--- config.mk ---
export PLATFORM = sky130hd
export DESIGN_NAME = dmac_ctrl
export DESIGN_NICKNAME = d
export VERILOG_FILES = /design/src/rtl/dmac_ctrl_pkg.sv /design/src/rtl/dmac_ctrl.sv
export SDC_FILE = /design/constraint.sdc
export NUM_CORES = 1
export LEC_CHECK = 0
export BUFFER_PORTS_ARGS = -buffer_cell sky130_fd_sc_hd__buf_4
export CORE_MARGIN = 1.5
export CORE_UTILIZATION = 56
export CTS_BUF_LIST = sky130_fd_sc_hd__clkbuf_8
export CTS_CLUSTER_DIAMETER = 80
export DETAILED_ROUTE_END_ITERATION = 7
export GPL_TIMING_DRIVEN = 0
export PLACE_DENSITY = 0.88
export SYNTH_ARGS = -nofsm -noshare
export SYNTH_HDL_FRONTEND = slang
export SYNTH_SLANG_ARGS = --single-unit
--- constraint.sdc ---
create_clock -name clk -period 4.2 [get_ports clk]
set_clock_uncertainty 0.05 [all_clocks]
set_input_delay 1.26 -clock clk [delete_from_list [all_inputs] [get_ports clk]]
set_output_delay 1.26 -clock clk [all_outputs]
set_load 0.005 [all_outputs]
--- src/rtl/dmac_ctrl_pkg.sv ---
// dmac_ctrl_pkg: FSM states, register offsets and STATUS bit positions
package dmac_ctrl_pkg;
    typedef logic [1:0] state_t;
    localparam state_t ST_IDLE  = 2'd0;
    localparam state_t ST_START = 2'd1;
    localparam state_t ST_BUSY  = 2'd2;
    localparam state_t ST_DONE  = 2'd3;
    localparam logic [4:0] OFF_SRC    = 5'h00;
    localparam logic [4:0] OFF_DST    = 5'h04;
    localparam logic [4:0] OFF_LEN    = 5'h08;
    localparam logic [4:0] OFF_CMD    = 5'h0C;
    localparam logic [4:0] OFF_STATUS = 5'h10;
    localparam int STAT_BUSY = 0;
    localparam int STAT_DONE = 1;
    localparam int STAT_ERR  = 2;
endpackage

--- src/rtl/dmac_ctrl.sv ---
// dmac_ctrl: DMA channel register file and launch FSM
module dmac_ctrl import dmac_ctrl_pkg::*; #(
    parameter int LEN_W = 16
) (
    input  logic             clk,
    input  logic             rst,
    input  logic             wren_i,
    input  logic             rden_i,
    input  logic [4:0]       addr_i,
    input  logic [31:0]      wdata_i,
    output logic [31:0]      rdata_o,
    output logic             rvalid_o,
    output logic             start_o,
    output logic [31:0]      src_addr_o,
    output logic [31:0]      dst_addr_o,
    output logic [LEN_W-1:0] byte_len_o,
    input  logic             done_i,
    output logic             irq_o
);
    logic [31:0]      r_src, r_dst, r_rdata;
    logic [LEN_W-1:0] r_len;
    logic             r_irq_en, r_done, r_err, r_rvalid;
    state_t           r_state, w_next;
    logic             w_idle, w_cfg_wr, w_go, w_set_done;
    logic [31:0]      w_status, w_rd;

    assign w_idle     = r_state == ST_IDLE;
    assign w_cfg_wr   = wren_i && (addr_i == OFF_SRC || addr_i == OFF_DST ||
                                   addr_i == OFF_LEN || addr_i == OFF_CMD);
    assign w_go       = w_idle && wren_i && addr_i == OFF_CMD && wdata_i[0];
    assign w_set_done = (w_go && r_len == '0) || (r_state == ST_BUSY && done_i);

    always_comb begin
        w_next = w_go ? (r_len != '0 ? ST_START : ST_DONE) :
                 r_state == ST_START             ? ST_BUSY :
                 (r_state == ST_BUSY && done_i)  ? ST_DONE :
                 r_state == ST_DONE              ? ST_IDLE : r_state;
    end

    always_comb begin
        w_status = '0;
        w_status[STAT_BUSY] = !w_idle;
        w_status[STAT_DONE] = r_done;
        w_status[STAT_ERR]  = r_err;
        w_rd = addr_i == OFF_SRC    ? r_src :
               addr_i == OFF_DST    ? r_dst :
               addr_i == OFF_LEN    ? 32'(r_len) :
               addr_i == OFF_CMD    ? {30'b0, r_irq_en, 1'b0} :
               addr_i == OFF_STATUS ? w_status : '0;
    end

    always_ff @(posedge clk) begin
        if (rst) begin
            r_state  <= ST_IDLE;
            r_src    <= '0;
            r_dst    <= '0;
            r_len    <= '0;
            r_irq_en <= 1'b0;
            r_done   <= 1'b0;
            r_err    <= 1'b0;
            r_rdata  <= '0;
            r_rvalid <= 1'b0;
        end else begin
            r_state  <= w_next;
            r_rvalid <= rden_i;
            r_rdata  <= rden_i ? w_rd : '0;
            if (w_idle && wren_i && addr_i == OFF_SRC) r_src <= wdata_i;
            if (w_idle && wren_i && addr_i == OFF_DST) r_dst <= wdata_i;
            if (w_idle && wren_i && addr_i == OFF_LEN) r_len <= wdata_i[LEN_W-1:0];
            if (w_idle && wren_i && addr_i == OFF_CMD) r_irq_en <= wdata_i[1];
            if (wren_i && addr_i == OFF_STATUS && wdata_i[STAT_DONE]) r_done <= 1'b0;
            if (wren_i && addr_i == OFF_STATUS && wdata_i[STAT_ERR]) r_err <= 1'b0;
            if (w_cfg_wr && !w_idle) r_err <= 1'b1;
            // completion outranks a same-cycle write-1-to-clear
            if (w_set_done) r_done <= 1'b1;
        end
    end

    assign rdata_o    = rst ? '0 : r_rdata;
    assign rvalid_o   = r_rvalid && !rst;
    assign start_o    = r_state == ST_START && !rst;
    assign irq_o      = r_done && r_irq_en && !rst;
    assign src_addr_o = r_src;
    assign dst_addr_o = r_dst;
    assign byte_len_o = r_len;
endmodule

==> summary.txt <==
Outcome - completed
Reg-to-reg startpoint - r_state[1]$_SDFFE_PP0P_
CTS tree - yes
CTS Sinks - 118
Mapped Area - 4680 um2
Die W - 94.4 um
Cts-stage hold buffer count - 0
Layout fillers - 555
CP Launch Type - primary input
Average cell area after synthesis - 8.14 um2
Layout net count - 791
Vias in the first global route - 4490
Post-CTS Setup Repair Bufs - 0
CP endpoint kind - primary output
Hold_sp - dst_addr_o[28]$_SDFFE_PP0P_
Clk_lat worst skew - 0.44 ns
Htree depth - 4
Register share of total power - 48.9%
CP arrival - 2.61 ns
Worst path slowest cell - clkbuf_1
Hold Path Cell Cnt - 2
Sw Pwr - 0.557 mW
Die Y - 94.4 um
Routability congestion estimate - 0.880
Setup TNS - 0 ns
TritonCTS Buffers - 17
Slew Viols, Final - 0
Final Hold Fails - 0
Initial DRC Count - 424
First-pass GRT wire length - 22.3 mm
Initial core utilization - 57.5%
FMAX - 255 MHz
Final worst path period share - 93.3%
CP max FO - 10
Reg2reg end - src_addr_o[6]$_SDFFE_PP0P_
Root buf cell - clkbuf_8
IO buf count - 155
DR vias - 4914
Die area - 8910 um2
Core Rows - 33
WL final - 14.6 mm
WHS Endpoint - dst_addr_o[28]$_SDFFE_PP0P_
HP Class - register to register
Worst VDD drop - 0.273 mV
Io pins - 157
Family with the most delay on the worst path - buffers and inverters
Gate count of the mapped netlist - 575
Slowest cell delay on critical path - 0.56 ns
Top cells by area, synth - dfxtp_1 50%, nand2_1 14%, a21oi_1 9.7%, nor2b_1 4.7%, mux2i_1 3.9%
Area grow syn2layout - 36.2%
Core ar. - 8130 um2
FF-to-FF path depth - 6
Maxcap violations - 0
WP buf/inv - 4
PD cells - 363 nW/um2
Clock Path Buffers - 2
Pin count of the biggest net entering global routing - 17
DR vias/cell - 5.67
P_int - 1.76 mW
Worst-path clk slew - 0.07 ns
Clock Power Share - 45.2%
Largest area contributor in the netlist - dfxtp_1
Synth cell types - 39
Setup CP Type - primary input to primary output
RSZ-0062 raised after global routing - no
# diodes - 0
Post-Syn Nets - 617
Worst setup slack after layout - 0.281 ns
Relative slew margins - 54.3%
Post-synth top area share - 50.5%
Layout cells sized above 1 - 27.7%
Switching share of total power - 24.1%
Min cycle time layout - 3.92 ns
Post-CTS Resized - 0
Setup slack at placement - 0.376 ns
Sequential-to-total area share from yosys stat - 50.5%
Remaining routing DRC violations - 0
Initial antenna violation count - 0
DR pass1 iterations - 6
Worst Path Required - 2.89 ns
Avg WL per Cell - 16.9 um
Yosys reg bits - 118
YS warnings - 0
DPL Wire Length - 10.3 mm
Worst-margin pin slew - 0.680 ns
Combinational power share - 5.9%
Pleak - 2.58 nW
Routed Antenna Nets - 0
Critical-path cell list - buf_4 > clkbuf_1 > clkbuf_1 > nor2_1 > buf_4
FF-to-FF setup slack - 2.24 ns
Grt ovf - 0
Setup-failing EPs final - 0
GRT Util Overall - 33.0%
==> cell type report <==
cell class                 count  area [um2]  share of cell area [%]
clock inverter                15         164                    2.57
clock buffer                  17         234                    3.67
multi-input combinational    411        2100                    33.0
inverter                       3        11.3                   0.177
tap                          105         131                    2.06
timing repair buffer         155        1160                    18.3
buffer                        43         203                    3.18
sequential                   118        2360                    37.1
==> worst min-delay path: cells and delay by family (launching register included) <==
kind	cells	cell delay [ns]
flops	1	0.32
simple gates	1	0.06
compound gates	1	0.05
==> registers in the layout, summed over array words and instances (netlist names) <==
signal,cells
byte_len_o,16
dst_addr_o,32
r_done,1
r_err,1
r_irq_en,1
r_rdata,32
r_rvalid,1
r_state,2
src_addr_o,32
==> through the flow <==
stage | util [%] | hold slack (ns) | instances | area [um2] | power (mW)
after CTS | 78.3 | 0.425 | 867 | 6370 | 2.31
after global routing | 78.3 | 0.448 | 867 | 6370 | 2.37
after detailed placement | 73.5 | 0.415 | 835 | 5970 | 1.29
final | 78.3 | 0.425 | 867 | 6370 | 2.31
after global placement | 73.5 | 0.407 | 835 | 5970 | 1.29
after floorplan | - | 0.411 | 575 | 4680 | 1.21
==> routing by layer <==
layer | up-vias | part of all wire, % | track usage (%)
met4 | 0 | 2.9 | 14.3
met5 | - | 0 | 0
met3 | 44 | 8.0 | 7.33
met2 | 273 | 49 | 54.8
li1 | 2261 | - | -
met1 | 2336 | 40 | 41.2
==> synth_stat cells <==
cell type / n
a211oi_1: 9
a21oi_1: 91
a221oi_1: 1
a222oi_1: 1
a22oi_1: 5
a2bb2oi_1: 1
a31o_2: 1
a31oi_1: 1
a32oi_1: 1
and3_1: 1
and4_1: 2
and4b_1: 1
buf_1: 1
buf_2: 11
buf_4: 1
buf_6: 3
clkbuf_1: 26
clkbuf_2: 1
dfxtp_1: 118
inv_1: 3
mux2_2: 6
mux2i_1: 18
nand2_1: 174
nand2b_1: 3
nand3_1: 2
nand3b_1: 1
nand4_1: 5
nand4b_1: 1
nor2_1: 29
nor2b_1: 35
nor3_1: 1
nor3b_1: 1
nor4_1: 4
nor4_4: 1
nor4b_2: 1
nor4bb_1: 1
o21a_1: 1
o21ai_0: 11
or2_2: 1
==> power by group through the flow <==
| stage | Combinational (mW) | Clock [mW] | Sequential, mW |
|---|---|---|---|
| floorplan | 0.0587 | 0 | 1.16 |
| global placement | 0.131 | 0 | 1.16 |
| detailed placement | 0.134 | 0 | 1.16 |
| CTS | 0.134 | 1.04 | 1.13 |
| global route | 0.146 | 1.09 | 1.13 |
| finish | 0.137 | 1.05 | 1.13 |
==> how the worst max path moves through the flow <==
stage              end  start  slack (ns)  cells past startpoint
2_1_floorplan  start_o    rst        1.01                      3
3_3_place_gp     irq_o    rst        0.42                      5
3_5_place_dp     irq_o    rst        0.38                      5
4_1_cts          irq_o    rst        0.36                      5
5_1_grt          irq_o    rst        0.24                      5
6_report         irq_o    rst        0.28                      5
==> placed cells by master, fill, tap and decap left out, types with 2 or more instances in the layout <==
| cell type | n |
|---|---|
| nor2b_1 | 35 |
| nor4_1 | 4 |
| nor2_1 | 29 |
| nand2b_1 | 3 |
| a211oi_1 | 9 |
| a22oi_1 | 5 |
| a21oi_1 | 91 |
| o21ai_0 | 11 |
| inv_1 | 5 |
| nand3_1 | 2 |
| clkbuf_1 | 26 |
| buf_4 | 156 |
| mux2i_1 | 18 |
| buf_2 | 11 |
| bufinv_16 | 3 |
| clkinv_2 | 4 |
| clkinvlp_4 | 5 |
| clkbuf_8 | 17 |
| buf_6 | 3 |
| and4_1 | 2 |
| mux2_2 | 6 |
| nand4_1 | 5 |
| dfxtp_1 | 118 |
| nand2_1 | 174 |
==> cells by family (layout without fill, tap and decap cells) <==
logic type | count (synthesis) | in the layout | synth area share [%]
flip-flops | 118 | 118 | 50.5
AND/OR/NAND/NOR | 264 | 264 | 25.2
multiplexers | 24 | 24 | 5.29
AO/OA/AOI/OAI | 123 | 123 | 14.4
buffers and inverters | 46 | 233 | 4.57
No activity file was read; power rests on OpenSTA's default activity.
